==> src/rtl/task_fifo_sched.sv <==
// task_fifo_sched: weighted round-robin read scheduler over NQ task FIFOs feeding a 4-entry tagged output queue.
// Ports: clk, rst_n (async, active-low); fifo_empty/fifo_rd_en/fifo_dout connect to the task FIFO bank
// (1-cycle registered read data); cfg_en/cfg_quantum set per-queue enable and max consecutive grants;
// out_valid/out_ready/out_data/out_qid hand tagged tasks to the dispatch stage; busy flags in-flight or queued work.
module task_fifo_sched #(
  parameter int NQ = 4,
  parameter int DW = 50,
  parameter int QW = 4,
  localparam int QIDW = $clog2(NQ)
) (
  input  logic               clk,
  input  logic               rst_n,
  input  logic [NQ-1:0]      fifo_empty,
  output logic [NQ-1:0]      fifo_rd_en,
  input  logic [NQ*DW-1:0]   fifo_dout,
  input  logic [NQ-1:0]      cfg_en,
  input  logic [NQ*QW-1:0]   cfg_quantum,
  output logic               out_valid,
  input  logic               out_ready,
  output logic [DW-1:0]      out_data,
  output logic [QIDW-1:0]    out_qid,
  output logic               busy
);
  logic [QIDW-1:0] cur_q, cur_d, tag_q, tag_d, pick, idx, gidx;
  logic [QW-1:0]   gcnt_q, gcnt_d, quantum;
  logic            inflight_q, inflight_d, found, stay, grant, wr, pop;
  logic [2:0]      occ_q, occ_d;
  logic [1:0]      wptr_q, wptr_d, rptr_q, rptr_d;
  logic [NQ-1:0]   elig;
  logic [DW-1:0]   data_q [4];
  logic [DW-1:0]   data_d [4];
  logic [QIDW-1:0] qid_q [4];
  logic [QIDW-1:0] qid_d [4];

  assign out_valid = occ_q != 3'd0;
  assign out_data  = data_q[rptr_q];
  assign out_qid   = qid_q[rptr_q];
  assign busy      = inflight_q || out_valid;

  always_comb begin
    elig = cfg_en & ~fifo_empty;
    quantum = cfg_quantum[cur_q*QW +: QW];
    stay = elig[cur_q] && (gcnt_q < ((quantum == '0) ? QW'(1) : quantum));
    found = 1'b0;
    pick = cur_q;
    idx = cur_q;
    // scan cur+1 .. cur+NQ so the current queue is considered last
    for (int k = 1; k <= NQ; k++) begin
      idx = QIDW'((int'(cur_q) + k) % NQ);
      if (!found && elig[idx]) begin
        found = 1'b1;
        pick = idx;
      end
    end
    // rst_n gating keeps the strobe low while reset is held; credit ignores out_ready on purpose
    grant = rst_n && (({1'b0, occ_q} + {3'b0, inflight_q}) < 4'd4) && (stay || found);
    gidx = stay ? cur_q : pick;
    fifo_rd_en = grant ? (NQ'(1) << gidx) : '0;
    cur_d = grant ? gidx : cur_q;
    gcnt_d = grant ? (stay ? gcnt_q + QW'(1) : QW'(1)) : gcnt_q;
    inflight_d = grant;
    tag_d = grant ? gidx : tag_q;
    wr = inflight_q;
    pop = out_valid && out_ready;
    data_d = data_q;
    qid_d = qid_q;
    if (wr) begin
      data_d[wptr_q] = fifo_dout[tag_q*DW +: DW];
      qid_d[wptr_q] = tag_q;
    end
    wptr_d = wptr_q + 2'(wr);
    rptr_d = rptr_q + 2'(pop);
    occ_d = occ_q + 3'(wr) - 3'(pop);
  end

  always_ff @(posedge clk or negedge rst_n) begin
    if (!rst_n) begin
      cur_q <= '0;
      gcnt_q <= '0;
      inflight_q <= 1'b0;
      tag_q <= '0;
      occ_q <= '0;
      wptr_q <= '0;
      rptr_q <= '0;
      data_q <= '{default: '0};
      qid_q <= '{default: '0};
    end else begin
      cur_q <= cur_d;
      gcnt_q <= gcnt_d;
      inflight_q <= inflight_d;
      tag_q <= tag_d;
      occ_q <= occ_d;
      wptr_q <= wptr_d;
      rptr_q <= rptr_d;
      data_q <= data_d;
      qid_q <= qid_d;
    end
  end
endmodule
==> config.mk <==
export PLATFORM = sky130hd
export DESIGN_NAME = task_fifo_sched
export DESIGN_NICKNAME = d
export VERILOG_FILES = /design/src/rtl/task_fifo_sched.sv
export SDC_FILE = /design/constraint.sdc
export NUM_CORES = 1
export LEC_CHECK = 0
export ABC_AREA = 1
export BUFFER_PORTS_ARGS = -buffer_cell sky130_fd_sc_hd__buf_2
export CORE_UTILIZATION = 58
export CTS_CLUSTER_SIZE = 14
export DETAILED_ROUTE_END_ITERATION = 7
export GPL_TIMING_DRIVEN = 0
export PLACE_DENSITY = 0.89
export SLEW_MARGIN = 20
export SYNTH_ARGS = -nofsm -noshare
export SYNTH_HDL_FRONTEND = slang
export SYNTH_SLANG_ARGS = --single-unit
==> constraint.sdc <==
create_clock -name clk -period 5.8 [get_ports clk]
set_input_delay 1.16 -clock clk [delete_from_list [all_inputs] [get_ports clk]]
set_output_delay 1.16 -clock clk [all_outputs]
set_load 0.02 [all_outputs]
==> impl_results.md <==
- Initial antenna violation count: 0
- Worst-path clk slew: 60 ps
- Final slew viol count: 0
- Share of cells above drive strength 1: 18.62%
- Slew headroom: 22.69%
- Place WS: 1525 ps
- Mapped Avg Cell Area: about 7.3 um2
- Worst Reg2Reg Path Length in Cells: 11
- Hold_ws: 477.0 ps
- Routed WL: 39.00 mm
- Share of flip-flops with an asynchronous set or reset: 100.0%
- Hold Crit Depth: 2
- First-pass GRT wire length: 61.18 mm
- DRT iter0 DRCs: 1138
- Critical R2R Launch: tag_q[1]
- Die W: roughly 140 um
- Post-route cell area: ~14000 um2
- Tot GR Track Use: between 30 and 40%
- Routed length on met3: ~4.5 mm
- Maximum clock rate: 227.8 MHz
- Num ports: 285
- P per Cell Area: around 650 nW/um2
- Worst Hold Endpoint: data_q[112]
- Total negative slack: 0 ps
- Remaining antenna violation count: 0
- Vias in the first global route: 12090
- Vias: 12530
- Gate Count Post-Synth: 1569
- Core area: 19460 um2
- Min-delay src: data_q[112]
- Area share of the largest cell type after synthesis: 48.24%
- CP endpoint kind: primary output
- Initial DRT Pass Iterations: 6
- Buffers on Ports: 284
- CP max FO: 9
- CP Launch Type: flip-flop
- CTS root buf: clkbuf_16
- Post-synth EDFFs: 0
- CTS tree: done
- Leak: 7.362 nW
- Distinct cells, synth: 33
- Row cnt: 51
- Setup bufs post-CTS: 0
- Clock tree buffer depth: 3
- Synth Warn #: 0
- Final HPWL DP: 27.06 mm
- Die span in y: ~140 um
- Max cap viols: 0
- Cell Count, Final, Fillers Out: 2161
- GR Overflow Total: 0
- FILL cells: 1506
- Synth top area cells: dfrtp_1 48%, nand2_1 23%, nand3_1 5.4%
- Ant. Diodes: 0
- GPL Wtd Cong: slightly below 0.9
- CTS Hold Bufs: 0
- Area growth, synth to finish: 22.53%
- Num CTS Buffers: 23
- Largest area contributor in the netlist: dfrtp_1
- Clock Latency Late Sink: about 520 ps
- Seq cells post-synth: between 200 and 250
- Met1 wire length: 14.28 mm
- Sinks on Clock Net: 222
- CP Data Arrival Time: 3230 ps
- Final Cycle Share: 75.67%
- Final hold vios: 0
- Clock skew: 12.34 ps
- Post-synth top flop: dfrtp_1
- Data required, critical path: 4640 ps
- Worst Hold Class: reg2reg
- Status: completed
- Slew @ Worst Pin: 1151 ps
- Layout Utilization: 72.50%
- Residual DRC count: 0
- H-tree Lvls: 1
- Placed cell area: 13330 um2
- Dpl cells: 2120
- RSZ-0062 raised after global routing: false
- VDD IR max: 0.3731 mV
- Top Layer Used: met4
- Register area share after synthesis: 48.24%
- Vias per inst: 5.799
- Final worst slack: 1411 ps
- Pin count of the biggest net entering global routing: 88
- Cells resized by post-CTS repair: 0
- Post-layout min period: 4389 ps
- Commonest cells in the synthesized netlist: 713 x nand2_1, 222 x dfrtp_1, 124 x nand3_1, 113 x nor2_1, 113 x o21ai_0
- Met2 WL: between 15 and 20 mm
- # setup viols final: 0
- Synth Cell Area: 11520 um2
- RR Endpoint: tag_q[0]
- Reg-to-reg setup timing slack: 3200 ps
- DR WL/cell: 18.05 um
- Die ar.: 20420 um2
- Initial Util: 59.17%
- Top-count cell post-synth: nand2_1
- Nets: ~2100
- WS Path Type: reg2out
- Power Total: 9.155 mW
- Syn Nets: 1806
[registers in the layout, indices dropped and copies added (netlist names)]
name and flops:
qid_q 8, gcnt_q 4, inflight_q 1, occ_q 3, tag_q 2, rptr_q 2, wptr_q 2, data_q 200
[how the worst max path moves through the flow]
stage | startpoint | to | slack, ps | depth (start not counted)
after floorplan | cfg_quantum[15] | fifo_rd_en[1] | 2110 | 9
after global placement | rst_n | fifo_rd_en[0] | -1420 | 8
after detailed placement | rst_n | fifo_rd_en[0] | 1530 | 9
after CTS | tag_q[1] | fifo_rd_en[0] | 1500 | 12
after global routing | rst_n | fifo_rd_en[0] | 1240 | 9
final | tag_q[1] | fifo_rd_en[1] | 1410 | 12
[worst max-delay path: stages, from the launching register on]
cell and delay (ps):
dfrtp_1 370, buf_4 170, nor2_2 630, nand2_1 110, nand2_1 110, nor2_2 40
ha_1 310, a211oi_4 370, nand2_4 120, nand2_1 90, nand3_2 110, nor2_1 110
buf_2 170
[power by group]
group          internal, mW  switching [mW]
combinational          1.50            3.37
sequential             2.32           0.441
clock                 0.909           0.620
total                  4.73            4.43
[cells by family after synthesis]
kind of cell    synth area share, %
simple gates                  33.63
compound gates                11.65
fa+ha+maj                     1.152
mux                          0.1738
buf+inv                       4.780
xor+xnor                     0.3803
flops                         48.24
[layout make-up]
type / count / area [um2] / area share [%]
buffer: 105 / 432.9 / 3.068
clock buffer: 35 / 690.7 / 4.894
clock inverter: 6 / 86.33 / 0.6118
inverter: 30 / 117.6 / 0.8335
multi-input combinational: 1212 / 5410 / 38.34
sequential: 222 / 5555 / 39.37
tap: 265 / 331.6 / 2.350
timing repair buffer: 286 / 1486 / 10.53
[layout by cell type (no fill, tap or decap), types with 2 or more instances in the layout]
master / n
a22oi_1: 50
buf_1: 5
buf_16: 2
buf_2: 284
buf_4: 2
buf_6: 4
bufinv_16: 2
clkbuf_1: 98
clkbuf_16: 23
clkbuf_8: 7
clkinv_2: 2
dfrtp_1: 222
ha_1: 9
inv_1: 19
inv_2: 8
inv_4: 2
mux2i_1: 2
nand2_1: 713
nand2_2: 2
nand2_4: 2
nand3_1: 124
nand3_2: 3
nand4_1: 3
nor2_1: 113
nor2_2: 3
nor2_4: 2
nor3_1: 4
o21ai_0: 113
o21ai_1: 6
o22ai_1: 52
xor2_1: 5
[metal layers]
metal	up-vias	global-route usage, %
li1	5731	-
met1	5879	47.90
met2	820	63.95
met3	101	10.50
met4	0	17.71
met5	-	0
(Power assumes the default switching activity.)
